--- config.mk ---
export PLATFORM = sky130hd
export DESIGN_NAME = sram_access_arbiter_flat
export DESIGN_NICKNAME = d
export VERILOG_FILES = /design/src/rtl/sram_access_arbiter_pkg.sv /design/src/rtl/sram_access_arbiter_if.sv /design/src/rtl/sram_access_arbiter_rr_grant.sv /design/src/rtl/sram_access_arbiter.sv /design/src/flat_wrapper.sv
export SDC_FILE = /design/constraint.sdc
export NUM_CORES = 1
export LEC_CHECK = 0
export ABC_CLOCK_PERIOD_IN_PS = 2050
export BUFFER_PORTS_ARGS = -buffer_cell sky130_fd_sc_hd__buf_2
export CAP_MARGIN = 20
export CORE_MARGIN = 3
export CORE_UTILIZATION = 41
export DETAILED_ROUTE_END_ITERATION = 16
export PLACE_DENSITY = 0.76
export SETUP_SLACK_MARGIN = 0.2
export SLEW_MARGIN = 20
export SYNTH_ARGS = -nofsm -noshare
export SYNTH_HDL_FRONTEND = slang
export SYNTH_SLANG_ARGS = --single-unit
--- constraint.sdc ---
create_clock -name Clk -period 2.05 [get_ports Clk]
set_input_delay 0.1025 -clock Clk [delete_from_list [all_inputs] [get_ports Clk]]
set_output_delay 0.1025 -clock Clk [all_outputs]
set_load 0.05 [all_outputs]
--- src/rtl/sram_access_arbiter_pkg.sv ---
// Shared types and constants for the two-port SRAM access arbiter.
package sram_pkg;

  typedef enum logic [1:0] {
    StIdle,
    StSetup,
    StAccess,
    StDone
  } sram_state_t;

  typedef enum logic {
    GrantCpu,
    GrantLdr
  } grant_t;

  localparam int unsigned SRAM_ADDR_W = 20;

endpackage

--- src/rtl/sram_access_arbiter_if.sv ---
// Bundles both requester ports and the SRAM-side pins of the arbiter.
interface sram_access_arbiter_if #(
  parameter int unsigned AW = 16,
  parameter int unsigned DW = 16
);
  import sram_pkg::*;

  logic                   cpu_req;
  logic                   cpu_we;
  logic [AW-1:0]          cpu_addr;
  logic [DW-1:0]          cpu_wdata;
  logic [DW-1:0]          cpu_rdata;
  logic                   cpu_ack;

  logic                   ldr_req;
  logic                   ldr_we;
  logic [AW-1:0]          ldr_addr;
  logic [DW-1:0]          ldr_wdata;
  logic [DW-1:0]          ldr_rdata;
  logic                   ldr_ack;

  logic [SRAM_ADDR_W-1:0] ADDR;
  logic [DW-1:0]          Data_to_SRAM;
  logic [DW-1:0]          Data_from_SRAM;
  logic                   CE;
  logic                   UB;
  logic                   LB;
  logic                   OE;
  logic                   WE;
  logic                   drive_en;

  // Arbiter view.
  modport slave (
    input  cpu_req, cpu_we, cpu_addr, cpu_wdata,
    output cpu_rdata, cpu_ack,
    input  ldr_req, ldr_we, ldr_addr, ldr_wdata,
    output ldr_rdata, ldr_ack,
    output ADDR, Data_to_SRAM, CE, UB, LB, OE, WE, drive_en,
    input  Data_from_SRAM
  );

  // Requesters plus SRAM/tristate side.
  modport master (
    output cpu_req, cpu_we, cpu_addr, cpu_wdata,
    input  cpu_rdata, cpu_ack,
    output ldr_req, ldr_we, ldr_addr, ldr_wdata,
    input  ldr_rdata, ldr_ack,
    input  ADDR, Data_to_SRAM, CE, UB, LB, OE, WE, drive_en,
    output Data_from_SRAM
  );

endinterface

--- src/rtl/sram_access_arbiter_rr_grant.sv ---
// Combinational round-robin tie-break between the CPU and loader requests.
module sram_rr_grant
  import sram_pkg::*;
(
  input  logic   cpu_req_i,
  input  logic   ldr_req_i,
  input  grant_t last_grant_i,
  output logic   valid_o,
  output grant_t grant_o
);

  always_comb begin
    valid_o = cpu_req_i | ldr_req_i;
    grant_o = GrantCpu;
    if (cpu_req_i && ldr_req_i) begin
      grant_o = (last_grant_i == GrantCpu) ? GrantLdr : GrantCpu;
    end else if (ldr_req_i) begin
      grant_o = GrantLdr;
    end
  end

endmodule

--- src/rtl/sram_access_arbiter.sv ---
// Shares the external 1Mx16 SRAM between the CPU and loader ports and sequences
// the active-low strobes with a fixed number of wait states.
module sram_access_arbiter
  import sram_pkg::*;
#(
  parameter int unsigned WAIT_CYCLES = 2,  // legal range 1..15
  parameter int unsigned AW          = 16,
  parameter int unsigned DW          = 16
) (
  input logic                   Clk,
  input logic                   Reset,
  sram_access_arbiter_if.slave  bus_io
);

  localparam logic [3:0] CntLoad = 4'(WAIT_CYCLES - 1);

  sram_state_t   state_q, state_d;
  grant_t        grant_q, grant_d, rr_grant;
  logic          rr_valid;
  logic          we_q, we_d;
  logic [AW-1:0] addr_q, addr_d;
  logic [DW-1:0] wdata_q, wdata_d;
  logic [DW-1:0] cpu_rdata_q, cpu_rdata_d;
  logic [DW-1:0] ldr_rdata_q, ldr_rdata_d;
  logic [3:0]    cnt_q, cnt_d;

  sram_rr_grant u_rr_grant (
    .cpu_req_i    (bus_io.cpu_req),
    .ldr_req_i    (bus_io.ldr_req),
    .last_grant_i (grant_q),
    .valid_o      (rr_valid),
    .grant_o      (rr_grant)
  );

  // grant_q doubles as last_grant; resetting to the loader lets the CPU win the first tie.
  always_ff @(posedge Clk or negedge Reset) begin
    if (!Reset) begin
      state_q     <= StIdle;
      grant_q     <= GrantLdr;
      we_q        <= 1'b0;
      addr_q      <= '0;
      wdata_q     <= '0;
      cpu_rdata_q <= '0;
      ldr_rdata_q <= '0;
      cnt_q       <= '0;
    end else begin
      state_q     <= state_d;
      grant_q     <= grant_d;
      we_q        <= we_d;
      addr_q      <= addr_d;
      wdata_q     <= wdata_d;
      cpu_rdata_q <= cpu_rdata_d;
      ldr_rdata_q <= ldr_rdata_d;
      cnt_q       <= cnt_d;
    end
  end

  always_comb begin
    state_d     = state_q;
    grant_d     = grant_q;
    we_d        = we_q;
    addr_d      = addr_q;
    wdata_d     = wdata_q;
    cpu_rdata_d = cpu_rdata_q;
    ldr_rdata_d = ldr_rdata_q;
    cnt_d       = cnt_q;

    unique case (state_q)
      StIdle: begin
        if (rr_valid) begin
          grant_d = rr_grant;
          if (rr_grant == GrantCpu) begin
            we_d    = bus_io.cpu_we;
            addr_d  = bus_io.cpu_addr;
            wdata_d = bus_io.cpu_wdata;
          end else begin
            we_d    = bus_io.ldr_we;
            addr_d  = bus_io.ldr_addr;
            wdata_d = bus_io.ldr_wdata;
          end
          state_d = StSetup;
        end
      end
      StSetup: begin
        cnt_d   = CntLoad;
        state_d = StAccess;
      end
      StAccess: begin
        if (cnt_q == 4'd0) begin
          // Last strobe cycle: the SRAM output has settled, capture it.
          if (!we_q) begin
            if (grant_q == GrantCpu) cpu_rdata_d = bus_io.Data_from_SRAM;
            else                     ldr_rdata_d = bus_io.Data_from_SRAM;
          end
          state_d = StDone;
        end else begin
          cnt_d = cnt_q - 4'd1;
        end
      end
      StDone: begin
        state_d = StIdle;
      end
      default: begin
        state_d = StIdle;
      end
    endcase
  end

  // Strobes decode straight from the state flops so reset releases them immediately.
  assign bus_io.CE           = (state_q == StIdle);
  assign bus_io.UB           = (state_q == StIdle);
  assign bus_io.LB           = (state_q == StIdle);
  assign bus_io.OE           = !((state_q == StAccess) && !we_q);
  assign bus_io.WE           = !((state_q == StAccess) && we_q);
  assign bus_io.drive_en     = we_q && (state_q != StIdle);
  assign bus_io.ADDR         = SRAM_ADDR_W'(addr_q);
  assign bus_io.Data_to_SRAM = wdata_q;
  assign bus_io.cpu_rdata    = cpu_rdata_q;
  assign bus_io.ldr_rdata    = ldr_rdata_q;
  assign bus_io.cpu_ack      = (state_q == StDone) && (grant_q == GrantCpu);
  assign bus_io.ldr_ack      = (state_q == StDone) && (grant_q == GrantLdr);

endmodule

--- src/flat_wrapper.sv ---
// flat-port wrapper written by rule: the top's interface ports become plain ports
module sram_access_arbiter_flat import sram_pkg::*;
#(
  parameter int unsigned WAIT_CYCLES = 2,                      
  parameter int unsigned AW          = 16,
  parameter int unsigned DW          = 16
)
  (Clk, Reset, bus_io_cpu_req, bus_io_cpu_we, bus_io_cpu_addr, bus_io_cpu_wdata, bus_io_cpu_rdata, bus_io_cpu_ack, bus_io_ldr_req, bus_io_ldr_we, bus_io_ldr_addr, bus_io_ldr_wdata, bus_io_ldr_rdata, bus_io_ldr_ack, bus_io_ADDR, bus_io_Data_to_SRAM, bus_io_CE, bus_io_UB, bus_io_LB, bus_io_OE, bus_io_WE, bus_io_drive_en, bus_io_Data_from_SRAM);
  sram_access_arbiter_if #(.AW(AW), .DW(DW)) bus_io_i ();
  input logic Clk;
  input logic Reset;
  input wire logic [$bits(bus_io_i.cpu_req)-1:0] bus_io_cpu_req;
  input wire logic [$bits(bus_io_i.cpu_we)-1:0] bus_io_cpu_we;
  input wire logic [$bits(bus_io_i.cpu_addr)-1:0] bus_io_cpu_addr;
  input wire logic [$bits(bus_io_i.cpu_wdata)-1:0] bus_io_cpu_wdata;
  output wire logic [$bits(bus_io_i.cpu_rdata)-1:0] bus_io_cpu_rdata;
  output wire logic [$bits(bus_io_i.cpu_ack)-1:0] bus_io_cpu_ack;
  input wire logic [$bits(bus_io_i.ldr_req)-1:0] bus_io_ldr_req;
  input wire logic [$bits(bus_io_i.ldr_we)-1:0] bus_io_ldr_we;
  input wire logic [$bits(bus_io_i.ldr_addr)-1:0] bus_io_ldr_addr;
  input wire logic [$bits(bus_io_i.ldr_wdata)-1:0] bus_io_ldr_wdata;
  output wire logic [$bits(bus_io_i.ldr_rdata)-1:0] bus_io_ldr_rdata;
  output wire logic [$bits(bus_io_i.ldr_ack)-1:0] bus_io_ldr_ack;
  output wire logic [$bits(bus_io_i.ADDR)-1:0] bus_io_ADDR;
  output wire logic [$bits(bus_io_i.Data_to_SRAM)-1:0] bus_io_Data_to_SRAM;
  output wire logic [$bits(bus_io_i.CE)-1:0] bus_io_CE;
  output wire logic [$bits(bus_io_i.UB)-1:0] bus_io_UB;
  output wire logic [$bits(bus_io_i.LB)-1:0] bus_io_LB;
  output wire logic [$bits(bus_io_i.OE)-1:0] bus_io_OE;
  output wire logic [$bits(bus_io_i.WE)-1:0] bus_io_WE;
  output wire logic [$bits(bus_io_i.drive_en)-1:0] bus_io_drive_en;
  input wire logic [$bits(bus_io_i.Data_from_SRAM)-1:0] bus_io_Data_from_SRAM;
  assign bus_io_i.cpu_req = bus_io_cpu_req;
  assign bus_io_i.cpu_we = bus_io_cpu_we;
  assign bus_io_i.cpu_addr = bus_io_cpu_addr;
  assign bus_io_i.cpu_wdata = bus_io_cpu_wdata;
  assign bus_io_cpu_rdata = bus_io_i.cpu_rdata;
  assign bus_io_cpu_ack = bus_io_i.cpu_ack;
  assign bus_io_i.ldr_req = bus_io_ldr_req;
  assign bus_io_i.ldr_we = bus_io_ldr_we;
  assign bus_io_i.ldr_addr = bus_io_ldr_addr;
  assign bus_io_i.ldr_wdata = bus_io_ldr_wdata;
  assign bus_io_ldr_rdata = bus_io_i.ldr_rdata;
  assign bus_io_ldr_ack = bus_io_i.ldr_ack;
  assign bus_io_ADDR = bus_io_i.ADDR;
  assign bus_io_Data_to_SRAM = bus_io_i.Data_to_SRAM;
  assign bus_io_CE = bus_io_i.CE;
  assign bus_io_UB = bus_io_i.UB;
  assign bus_io_LB = bus_io_i.LB;
  assign bus_io_OE = bus_io_i.OE;
  assign bus_io_WE = bus_io_i.WE;
  assign bus_io_drive_en = bus_io_i.drive_en;
  assign bus_io_i.Data_from_SRAM = bus_io_Data_from_SRAM;
  sram_access_arbiter #(.WAIT_CYCLES(WAIT_CYCLES), .AW(AW), .DW(DW)) u_core (.Clk(Clk), .Reset(Reset), .bus_io(bus_io_i));
endmodule
**Word level (Yosys, flattened, before mapping)**

Index checks and enable logic that the tools add are counted.

- Output and inout bits: 76
- Bits in writable memories: 0
- Logic and storage cells: 47
- Memories: 0
- Latch bits: 0
- Input port bits: 86
- Bits in read-only memories: 0
- Flip-flop bits (word level): 72

- $mul: 0
- Shift-type cells: 0
- $add $sub $neg: 1
- Multiplexer cells: 11
- Bitwise operators: 3
- Equality and inequality tests: 6
- Divide/modulo/power cells: 0
- Magnitude comparators: 0
- Reductions and logical operators: 18

Operators with widths:

| operator | number |
|---|---|
| two-way mux 16 bit | 2 |
| case mux 2 bit (4 select lines) | 1 |
| case mux 4 bit (2 select lines) | 1 |
| AND reduction 4 bit | 2 |
| logical AND 1 bit | 6 |
| AND reduction 2 bit | 3 |
| equality test 2 bit, second input constant | 2 |
| zero test 4 bit | 1 |
| two-way mux 1 bit | 4 |
| two-way mux 2 bit | 2 |
| two-way mux 4 bit | 1 |
| inequality test 2 x 1 -> 1 bit, second input constant | 2 |
| nonzero test 2 bit | 2 |
| subtractor 4 x 1 -> 4 bit, second input constant | 1 |
| zero test 1 bit | 3 |
| equality test 2 x 1 -> 1 bit, second input constant | 1 |
| zero test 2 bit | 1 |
| inequality test 2 bit, second input constant | 1 |
| inverter 1 bit | 2 |
| bitwise OR 1 bit | 1 |

**Logic depth before layout (Yosys ltp)**

Gate-level depths: netlist of the first run.

- Depth after elaboration: 3
- Depth in mapped cells: 8

**By module**

From an unflattened synthesis of the first run, not the netlist that was laid out.

- Cells, all modules: 269
- Area, all modules: 3266.9 um^2

By module, submodules not included:

| module | area an instance (um^2) | times used | seq. area each (um^2) | cells each |
|---|---|---|---|---|
| sram_access_arbiter | 3253.1 | 1 | 1803.0 | 267 |
| sram_rr_grant | 13.8 | 1 | 0.0 | 2 |

**Least setup slack after synthesis of the first run**

OpenSTA, ideal clock, no wires.

- Kind: reg-to-reg
- From: reg u_core.state_q[0]
- To: reg u_core.ldr_rdata_q[10], in the netlist u_core.bus_io.ldr_rdata[10]
- Setup slack: -0.216 ns
- Cell stages (with the launch flop): 7
- Arrival time: 2.141 ns
- Cells stage by stage: dfrtp_1 > inv_1 > ha_1 > nand2b_1 > nor3_2 > buf_4 > mux2_2

- Cells in the longest elaborated chain, start to end: 2

Ends and longest elaborated chain:

| what | RTL line | text |
|---|---|---|
| start, declared | sram_access_arbiter.sv:17 | `sram_state_t state_q, state_d;` |
| start signal, assigned | sram_access_arbiter.sv:38 | `state_q <= StIdle;` |
| start signal, assigned | sram_access_arbiter.sv:47 | `state_q <= state_d;` |
| equality test 2 bit | sram_access_arbiter.sv:68 | `unique case (state_q)` |
| AND reduction 4 bit (no line) | n/a |  |
| end signal, assigned | sram_access_arbiter.sv:53 | `ldr_rdata_q <= ldr_rdata_d;` |
| end, declared | sram_access_arbiter.sv:24 | `logic [DW-1:0] ldr_rdata_q, ldr_rdata_d;` |

No other way between the ends.
A chain may end at the register's enable or synchronous reset.

**Worst setup path in the final report of the first run**

- From: reg u_core.cnt_q[1]
- To: reg u_core.cpu_rdata_q[14], in the netlist u_core.bus_io.cpu_rdata[14]

- Cells in the longest elaborated chain, start to end: 2

Ends and longest elaborated chain:

| what | RTL line | text |
|---|---|---|
| start, declared | sram_access_arbiter.sv:25 | `logic [3:0] cnt_q, cnt_d;` |
| start signal, assigned | sram_access_arbiter.sv:54 | `cnt_q <= cnt_d;` |
| zero test 4 bit | sram_access_arbiter.sv:89 | `if (cnt_q == 4'd0) begin` |
| AND reduction 4 bit (no line) | n/a |  |
| end signal, assigned | sram_access_arbiter.sv:52 | `cpu_rdata_q <= cpu_rdata_d;` |
| end, declared | sram_access_arbiter.sv:23 | `logic [DW-1:0] cpu_rdata_q, cpu_rdata_d;` |

No other way between the ends.

==> impl_metrics.json, run 1 <==
{
  "post_route_cells_drive_above_1_share": 0.513,
  "die_outline_width_um": 94.7,
  "clock-root-buffer": "clkbuf_8",
  "cts-root-to-sink-buffers": 2,
  "gr-usage-all-layers": 0.164,
  "max_freq_ghz": 0.501,
  "dr.first_iter.drc_count": 58,
  "post_synth_instance_area_mm2": 0.00323,
  "vias_per_cell": 4.63,
  "crit_path_launch_type": "flip-flop",
  "worst_hold_slack_ns": 0.0223,
  "cts.reportedPaths.clkPinSlew_ns": 0.08,
  "cts_num_sinks": 72,
  "min_delay_worst_type": "in -> reg",
  "route.detailed.wl_per_inst_um": 13.7,
  "power.density_cell_area_mw_per_mm2": 1870,
  "ir_worst_vdd_mv": 0.830,
  "placement_rows": 31,
  "number_of_enable_flip_flop_cells_after_synthesis": 0,
  "nNetsFinal": 525,
  "floorplan.core_area_mm2": 0.00745,
  "critical_path_peak_fanout": 8,
  "crit_path_end_kind": "flip-flop",
  "worst_clock_skew_ns": 0.00884,
  "area_of_all_placed_cells_without_fillers_mm2": 0.00447,
  "max-slew-margin-rel": 0.613,
  "run_status": "finished clean",
  "total_routed_wirelength_um": 7370,
  "grt_max_degree": 67,
  "clock_latency_ns": 0.33,
  "gpl.final_weighted_congestion": 0.706,
  "synth_to_final_area_change_pct": 38.7,
  "first_global_vias": 2520,
  "fin_crit_sh": 0.974,
  "ant_nets": 0,
  "syn_avg_cell_area_um2": 12.2,
  "antenna-diode-count": 0,
  "tritoncts.num_buffers": 9,
  "placed_cells_incl_taps": 510,
  "slew_viol_final": 0,
  "worst-setup-path-type": "reg -> reg",
  "final_cells": 538,
  "synth-seq-area-share": 0.559,
  "p_leak_nw": 2.35,
  "global_route_wire_length_before_repair_um": 11500,
  "finalHoldViolations": 0,
  "cts_tree": "yes",
  "cts-htree-levels": 3,
  "worst-slew-pin-transition_ns": 0.581,
  "detailed_place_hpwl_um": 5720,
  "synth-seq-cells": 72,
  "power.total_mw": 8.35,
  "synth-warning-count": 0,
  "boundaryPins": 162,
  "min_period_ns": 2.00,
  "report.final.setup_viol": 0,
  "max_cap_violations": 0,
  "ys_dominant_reg_cell": "dfrtp_1",
  "number_of_inserted_filler_cells_in_the_final_layout": 622,
  "floorplan.initialDensity": 0.433,
  "remaining_drc_errors": 0,
  "fin_util": 0.601,
  "route.vias.total": 2491,
  "yosys.cell_types.count": 29,
  "postSynthCellCount": 265,
  "postSynth.asyncResetShare": 1.00,
  "worstPathRequired_ns": 2.28,
  "arrival_ns": 2.22,
  "dieHeight_um": 94.7,
  "dpl-instance-area_mm2": 0.00416,
  "grt_setup_unrepaired": "yes",
  "design.die.area_mm2": 0.00897,
  "grt_antenna_before_repair": 0,
  "gr-total-overflow": 0,
  "io_buffer_count": 157,
  "drt_pass_1_iters": 6
}
-- metal layers --
layer / part of all wire / track usage
met5: 0 / 0
met4: 0.014 / 0.0721
met3: 0.097 / 0.0406
met2: 0.46 / 0.267
met1: 0.43 / 0.208
-- layout by cell type, fill, tap and decap left out, drive strengths merged --
cell type    count
buf            165
dfrtp           71
nand2           39
mux2i           35
o21ai           35
mux2            34
clkbuf          11
dlygate4sd3     10
inv              5
ha               5
conb             4
clkinvlp         3
clkinv           3
nand2b           3
nor2b            2
nand3            2
nor3             2
and2             1
a21boi           1
or3b             1
or3              1
nor2             1
a22oi            1
o22a             1
a21oi            1
a31oi            1
dfstp            1
-- cell families after synthesis --
logic type / after synthesis / share of synthesized area
flops: 72 / 0.559
mux: 69 / 0.239
simple gates: 52 / 0.0706
compound gates: 40 / 0.0652
buf+inv: 26 / 0.0458
fa+ha+maj: 5 / 0.0194
other cells: 1 / 0.00116
-- synthesized netlist by cell type, types with 2 or more instances --
master / number / area (um2)
nand2_1: 39 / 146
mux2_4: 10 / 150
o21ai_0: 35 / 175
dfrtp_1: 71 / 1780
inv_1: 5 / 18.8
nor2b_1: 2 / 12.5
buf_4: 7 / 52.6
mux2i_1: 35 / 350
buf_2: 4 / 20.0
nand2b_1: 3 / 18.8
mux2_2: 24 / 270
nand3_1: 2 / 10.0
ha_1: 5 / 62.6
clkbuf_1: 8 / 30.0
-- where the power goes --
part           leakage, nW  total [mW]  internal [mW]  switching, mW
clock network       0.0781       0.931          0.432          0.499
logic                 1.39        4.89           1.37           3.51
registers            0.878        2.54           2.13          0.410
-- per-stage QoR --
stage | worst slack, ns | setup TNS, ns
after floorplan | -0.00869 | -0.0869
after global placement | 0.173 | 0
after detailed placement | 0.110 | 0
after CTS | 0.106 | 0
after global routing | 0.0170 | 0
final | 0.0535 | 0
-- flip-flops by register name (all words and copies together), names as in the netlist --
name                        cells
u_core.addr_q                  16
u_core.bus_io.ldr_rdata        16
u_core.bus_io.Data_to_SRAM     16
u_core.cnt_q                    4
u_core.grant_q                  1
u_core.state_q                  2
u_core.we_q                     1
u_core.bus_io.cpu_rdata        16
-- final timing paths --
path / startpoint / end / slack (ns) / cells past startpoint
max: u_core.cnt_q[1]$_DFFE_PN0P_ / u_core.bus_io.cpu_rdata[14]$_DFFE_PN0P_ / 0.05 / 6
max reg2reg: u_core.cnt_q[1]$_DFFE_PN0P_ / u_core.bus_io.cpu_rdata[14]$_DFFE_PN0P_ / 0.05 / 6
min: bus_io_Data_from_SRAM[1] / u_core.bus_io.cpu_rdata[1]$_DFFE_PN0P_ / 0.02 / 2
min in group asynchronous: Reset / u_core.bus_io.cpu_rdata[3]$_DFFE_PN0P_ / 0.32 / 2
min reg2reg: u_core.bus_io.Data_to_SRAM[1]$_DFFE_PN0P_ / u_core.bus_io.Data_to_SRAM[1]$_DFFE_PN0P_ / 0.48 / 2
max in group asynchronous: Reset / u_core.addr_q[0]$_DFFE_PN0P_ / 1.08 / 3
-- critical path, stage by stage (launching register included) --
cell       delay (ns)
dfrtp_1          0.40
inv_1            0.07
ha_1             0.16
or3b_4           0.38
or3_4            0.41
clkbuf_16        0.18
mux2_4           0.29
-- layout make-up --
type	instances	area (um2)	area share
Sequential cell	72	1800	0.403
Multi-Input combinational cell	170	1340	0.299
Timing Repair Buffer	176	1020	0.229
Clock buffer	10	128	0.0285
Tap cell	99	124	0.0277
Clock inverter	6	37.5	0.00839
Inverter	5	18.8	0.00420
-- repair_timing --
item,4_1_cts,5_1_grt
pin swaps,0,1
gates cloned,0,1
setup buffers,0,1
setup endpoints to repair,32,34
endpoints found under the hold margin,36,0
resized for setup,1,3
hold buffers,10,0
No activity file was read; power rests on OpenSTA's default activity.
==> run 2, diff against run 1 <==
--- a/config.mk
+++ b/config.mk
@@ -12,7 +12,6 @@
 export CORE_UTILIZATION = 41
 export DETAILED_ROUTE_END_ITERATION = 16
 export PLACE_DENSITY = 0.76
-export SETUP_SLACK_MARGIN = 0.2
 export SLEW_MARGIN = 20
 export SYNTH_ARGS = -nofsm -noshare
 export SYNTH_HDL_FRONTEND = slang
==> run 2 against run 1 <==
Sequential share of layout area is 0.10 points lower. Worst setup slack better by 0.064 ns. Design area is 0.25% higher. Critical path type unchanged. Critical endpoint is now u_core.bus_io.cpu_rdata[7]$_DFFE_PN0P_.
==> impl_metrics.json, run 2 (synthesis gave the netlist of run 1 again) <==
{
  "gpl.final_weighted_congestion": 0.726,
  "floorplan.core_area_mm2": 0.00745,
  "cp.buffers_inverters": 2,
  "grt_antenna_before_repair": 0,
  "gr-total-overflow": 0,
  "run_status": "finished clean",
  "arrival_ns": 2.15,
  "cts-root-to-sink-buffers": 2,
  "slew_viol_final": 0,
  "dr.first_iter.drc_count": 63,
  "fin_crit_sh": 0.943,
  "min_delay_worst_type": "in -> reg",
  "gr-usage-all-layers": 0.168,
  "design.die.area_mm2": 0.00897,
  "synth_to_final_area_change_pct": 39.0,
  "postCtsHoldBufs": 9,
  "clock-root-buffer": "clkbuf_8",
  "cts.reportedPaths.clkPinSlew_ns": 0.08,
  "worst-slew-pin-transition_ns": 0.594,
  "dieHeight_um": 94.7,
  "post_route_cells_drive_above_1_share": 0.506,
  "vias_per_cell": 4.68,
  "max_cap_violations": 0,
  "grt.met2_usage": 0.277,
  "route.detailed.wl_per_inst_um": 14.1,
  "cts-htree-levels": 3,
  "commonest_non_fill_non_tap_cell_in_the_layout": "buf_2",
  "fin_util": 0.602,
  "remaining_drc_errors": 0,
  "top_usage_layer": "met2",
  "critical_path_peak_fanout": 16,
  "detailed_place_hpwl_um": 5750,
  "postCtsResizedCells": 0,
  "finalHoldViolations": 0,
  "cts_tree": "yes",
  "boundaryPins": 162,
  "final_layout_setup_total_negative_slack_ns": 0,
  "footprint_of_the_multi_input_gates_mm2": 0.00132,
  "final_cells": 536,
  "floorplan.initialDensity": 0.433,
  "first_global_vias": 2606,
  "global_route_wire_length_before_repair_um": 11800,
  "drt_pass_1_iters": 4,
  "number_of_inserted_filler_cells_in_the_final_layout": 643,
  "max_freq_ghz": 0.517,
  "io_buffer_count": 157,
  "layout.cells.most_common_list": "157 x buf_2, 71 x dfrtp_1, 39 x nand2_1",
  "grt_max_degree": 67,
  "grt_setup_unrepaired": "no",
  "report.final.setup_viol": 0,
  "min_period_ns": 1.93,
  "p_leak_nw": 2.37,
  "placed_cells_incl_taps": 511,
  "grt_util_met3": 0.0478,
  "ant_nets": 0,
  "nNetsFinal": 523,
  "max-slew-margin-rel": 0.604,
  "antenna-diode-count": 0,
  "crit_path_largest_cell_delay_ns": 0.39,
  "r2r_slack_ns": 0.12,
  "crit_path_end_kind": "flip-flop",
  "cp_top_family": "simple AND/OR/NAND/NOR gates",
  "cts_setup_buffers": 0,
  "die_outline_width_um": 94.7,
  "worst_clock_skew_ns": 0.00895,
  "route.vias.total": 2506,
  "grtUsageMet1": 0.209,
  "tritoncts.num_buffers": 9,
  "clock_latency_ns": 0.33,
  "critPathSlowestCell": "dfrtp_1",
  "total_routed_wirelength_um": 7560,
  "cts_num_sinks": 72,
  "ir_worst_vdd_mv": 0.748,
  "power.density_cell_area_mw_per_mm2": 1930,
  "area.sequential_mm2": 0.00180,
  "worst-setup-path-type": "reg -> reg",
  "crit_path_launch_type": "flip-flop",
  "worstPathRequired_ns": 2.27,
  "placement_rows": 31,
  "list_of_cells_traversed_by_the_critical_path": "inv_2, ha_1, or3b_1, or3_1, buf_12, mux2_4"
}
run 2: report_power, final:
group          leakage [nW]  switching [mW]  internal [mW]
registers             0.878           0.422           2.13
clock network         0.119           0.505          0.750
logic                  1.37            3.50           1.35
total                  2.37            4.43           4.22
run 2: metal layers:
metal | vias up | share of wire
li1 | 1232 | -
met1 | 1139 | 0.43
met2 | 126 | 0.46
met3 | 9 | 0.096
met4 | 0 | 0.011
met5 | - | 0
run 2: worst paths after layout:
| path | startpoint | end | depth (start not counted) |
|---|---|---|---|
| max | u_core.cnt_q[0]$_DFFE_PN0P_ | u_core.bus_io.cpu_rdata[7]$_DFFE_PN0P_ | 6 |
| min | bus_io_Data_from_SRAM[1] | u_core.bus_io.ldr_rdata[1]$_DFFE_PN0P_ | 2 |
| max reg2reg | u_core.cnt_q[0]$_DFFE_PN0P_ | u_core.bus_io.cpu_rdata[7]$_DFFE_PN0P_ | 6 |
| min reg2reg | u_core.addr_q[9]$_DFFE_PN0P_ | u_core.addr_q[9]$_DFFE_PN0P_ | 2 |
| max in group asynchronous | Reset | u_core.grant_q$_DFFE_PN1P_ | 3 |
| min in group asynchronous | Reset | u_core.bus_io.cpu_rdata[0]$_DFFE_PN0P_ | 2 |
run 2: final cells by class:
type | instances | area share
Timing Repair Buffer | 174 | 0.220
Inverter | 5 | 0.00419
Clock buffer | 11 | 0.0338
Clock inverter | 5 | 0.0176
Sequential cell | 72 | 0.402
Tap cell | 99 | 0.0276
Multi-Input combinational cell | 170 | 0.295
run 2: worst register-to-register path, stage by stage (launching register included):
cell and delay [ns]:
dfrtp_1 0.39, inv_2 0.07, ha_1 0.15, or3b_1 0.36, or3_1 0.36, buf_12 0.18
mux2_4 0.31
run 2: per-stage QoR:
| stage | hold WS, ns | power [mW] | cell area, um2 | setup WS, ns |
|---|---|---|---|---|
| finish | 0.0135 | 8.65 | 4480 | 0.118 |
| global route | 0.00630 | 9.13 | 4480 | 0.0527 |
| CTS | 0.00000430 | 8.74 | 4480 | 0.113 |
| detailed placement | 0.141 | 7.46 | 4160 | 0.115 |
| global placement | 0.131 | 7.31 | 4160 | 0.172 |
| floorplan | -0.193 | 6.26 | 3260 | -0.00869 |
==> run 3, diff against run 2 <==
--- a/config.mk
+++ b/config.mk
@@ -8,9 +8,11 @@
 export ABC_CLOCK_PERIOD_IN_PS = 2050
 export BUFFER_PORTS_ARGS = -buffer_cell sky130_fd_sc_hd__buf_2
 export CAP_MARGIN = 20
+export CORE_ASPECT_RATIO = 1.4
 export CORE_MARGIN = 3
 export CORE_UTILIZATION = 41
 export DETAILED_ROUTE_END_ITERATION = 16
+export GPL_ROUTABILITY_DRIVEN = 0
 export PLACE_DENSITY = 0.76
 export SLEW_MARGIN = 20
 export SYNTH_ARGS = -nofsm -noshare
==> run 3 against run 2 <==
Global-route usage is 0.15 points lower. Routed wire length fell by 4.9%. Sequential cell count unchanged. Worst hold slack better by 0.018 ns. First-iteration DRC count rose by 3.2%. Critical endpoint is now u_core.bus_io.cpu_rdata[13]$_DFFE_PN0P_.
==> impl_metrics.json, run 3 (synthesis gave the netlist of run 1 again) <==
{
  "ant_nets": 0,
  "global_route_wire_length_before_repair_um": 11800,
  "die_outline_width_um": 81.0,
  "critical_path_peak_fanout": 16,
  "top_usage_layer": "met2",
  "design.die.area_mm2": 0.00898,
  "cts-htree-levels": 3,
  "grtUsageMet1": 0.188,
  "finalHoldViolations": 0,
  "grt_antenna_before_repair": 0,
  "clock-root-buffer": "clkbuf_8",
  "rr_endpoint": "u_core.bus_io.cpu_rdata[13]$_DFFE_PN0P_",
  "gr-usage-all-layers": 0.166,
  "report.final.setup_viol": 0,
  "hold_start": "bus_io_Data_from_SRAM[0]",
  "gr-total-overflow": 0,
  "worstPathRequired_ns": 2.26,
  "floorplan.core_area_mm2": 0.00750,
  "postCtsResizedCells": 0,
  "antenna-diode-count": 0,
  "drt_pass_1_iters": 4,
  "commonest_non_fill_non_tap_cell_in_the_layout": "buf_2",
  "max-slew-margin-rel": 0.626,
  "placement_rows": 37,
  "ir_worst_vdd_mv": 0.853,
  "slew_viol_final": 0,
  "grt_util_met3": 0.0398,
  "worst-slew-pin-transition_ns": 0.562,
  "worst_clock_skew_ns": 0.00927,
  "dieHeight_um": 111,
  "timing.rr.start": "u_core.cnt_q[0]$_DFFE_PN0P_",
  "min_period_ns": 1.94,
  "nNetsFinal": 531,
  "crit_path_end_kind": "flip-flop",
  "number_of_inserted_filler_cells_in_the_final_layout": 630,
  "vias_per_cell": 4.71,
  "remaining_drc_errors": 0,
  "cts_setup_buffers": 0,
  "whs_path_depth": 2,
  "dr.first_iter.drc_count": 65,
  "grt_max_degree": 67,
  "dpl-instance-area_mm2": 0.00418,
  "cts_num_sinks": 72,
  "route.detailed.wl_per_inst_um": 13.3,
  "min_delay_worst_type": "in -> reg",
  "floorplan.initialDensity": 0.430,
  "layout.cells.most_common_list": "157 x buf_2, 71 x dfrtp_1, 39 x nand2_1",
  "hold_path_end": "u_core.bus_io.cpu_rdata[0]$_DFFE_PN0P_",
  "detailed_place_hpwl_um": 5420,
  "worst-setup-path-type": "reg -> reg",
  "r2r_slack_ns": 0.11,
  "postCtsHoldBufs": 14,
  "route.vias.total": 2555,
  "grt.met2_usage": 0.289,
  "area_of_all_placed_cells_without_fillers_mm2": 0.00453,
  "cts.reportedPaths.clkPinSlew_ns": 0.07,
  "clock_latency_ns": 0.33,
  "tritoncts.num_buffers": 9,
  "crit_path_launch_type": "flip-flop",
  "fin_util": 0.604,
  "max_freq_ghz": 0.515,
  "power.density_cell_area_mw_per_mm2": 1870,
  "total_routed_wirelength_um": 7190,
  "io_buffer_count": 157,
  "rr_worst_depth": 6,
  "run_status": "finished clean",
  "max_cap_violations": 0,
  "fin_crit_sh": 0.947,
  "first_global_vias": 2587,
  "grt_setup_unrepaired": "no",
  "post_route_cells_drive_above_1_share": 0.503,
  "arrival_ns": 2.15,
  "cts-root-to-sink-buffers": 2,
  "final_layout_setup_total_negative_slack_ns": 0,
  "cts_tree": "yes",
  "boundaryPins": 162,
  "synth_to_final_area_change_pct": 40.5,
  "p_leak_nw": 2.39
}
run 3: cell count changes in the layout (fill, tap and decap cells not counted), sizes merged:
| cell | delta |
|---|---|
| dlygate4sd3 | +5 |
| buf | +3 |
| clkinvlp | +2 |
| bufinv | -1 |
| clkinv | -1 |
run 3: area by class of cell:
class | instances | area (um2) | share of cell area
Clock buffer | 11 | 151 | 0.0334
Clock inverter | 5 | 55.1 | 0.0122
Inverter | 5 | 18.8 | 0.00414
Multi-Input combinational cell | 170 | 1320 | 0.292
Sequential cell | 72 | 1800 | 0.398
Tap cell | 97 | 121 | 0.0268
Timing Repair Buffer | 182 | 1060 | 0.234
run 3: layer usage:
metal | up-vias | wire, um
li1 | 1248 | -
met1 | 1182 | 2800
met2 | 111 | 3640
met3 | 14 | 617
met4 | 0 | 138
met5 | - | 0
run 3: critical path, cell delays in order (launching register included):
cell and delay (ns):
dfrtp_1 0.39, inv_2 0.07, ha_1 0.16, or3b_1 0.36, or3_1 0.36, buf_12 0.18
mux2_4 0.30
run 3: per-stage QoR:
stage	hold slack, ns	power (mW)	instances	worst slack (ns)
after CTS	0.000185	8.58	542	0.115
after detailed placement	0.130	7.42	512	0.124
after floorplan	-0.193	6.26	268	-0.00869
final	0.0312	8.48	542	0.109
after global placement	0.121	7.29	512	0.170
after global routing	0.00724	8.99	542	0.0358
run 3: worst max path at each step:
stage | start | endpoint | slack, ns | depth (start not counted)
final | u_core.cnt_q[0]$_DFFE_PN0P_ | u_core.bus_io.cpu_rdata[13]$_DFFE_PN0P_ | 0.11 | 6
after global routing | u_core.cnt_q[0]$_DFFE_PN0P_ | u_core.bus_io.ldr_rdata[2]$_DFFE_PN0P_ | 0.04 | 7
after CTS | u_core.cnt_q[0]$_DFFE_PN0P_ | u_core.bus_io.ldr_rdata[2]$_DFFE_PN0P_ | 0.12 | 7
after detailed placement | u_core.cnt_q[0]$_DFFE_PN0P_ | u_core.bus_io.ldr_rdata[2]$_DFFE_PN0P_ | 0.12 | 7
after global placement | u_core.cnt_q[0]$_DFFE_PN0P_ | u_core.bus_io.cpu_rdata[6]$_DFFE_PN0P_ | 0.17 | 6
after floorplan | u_core.cnt_q[0]$_DFFE_PN0P_ | u_core.bus_io.cpu_rdata[10]$_DFFE_PN0P_ | -0.009 | 8
run 3: power breakdown:
part / internal, mW / leakage, nW / switching (mW) / total [mW]
logic: 1.34 / 1.41 / 3.51 / 4.85
registers: 2.13 / 0.878 / 0.392 / 2.52
clock network: 0.624 / 0.101 / 0.497 / 1.12
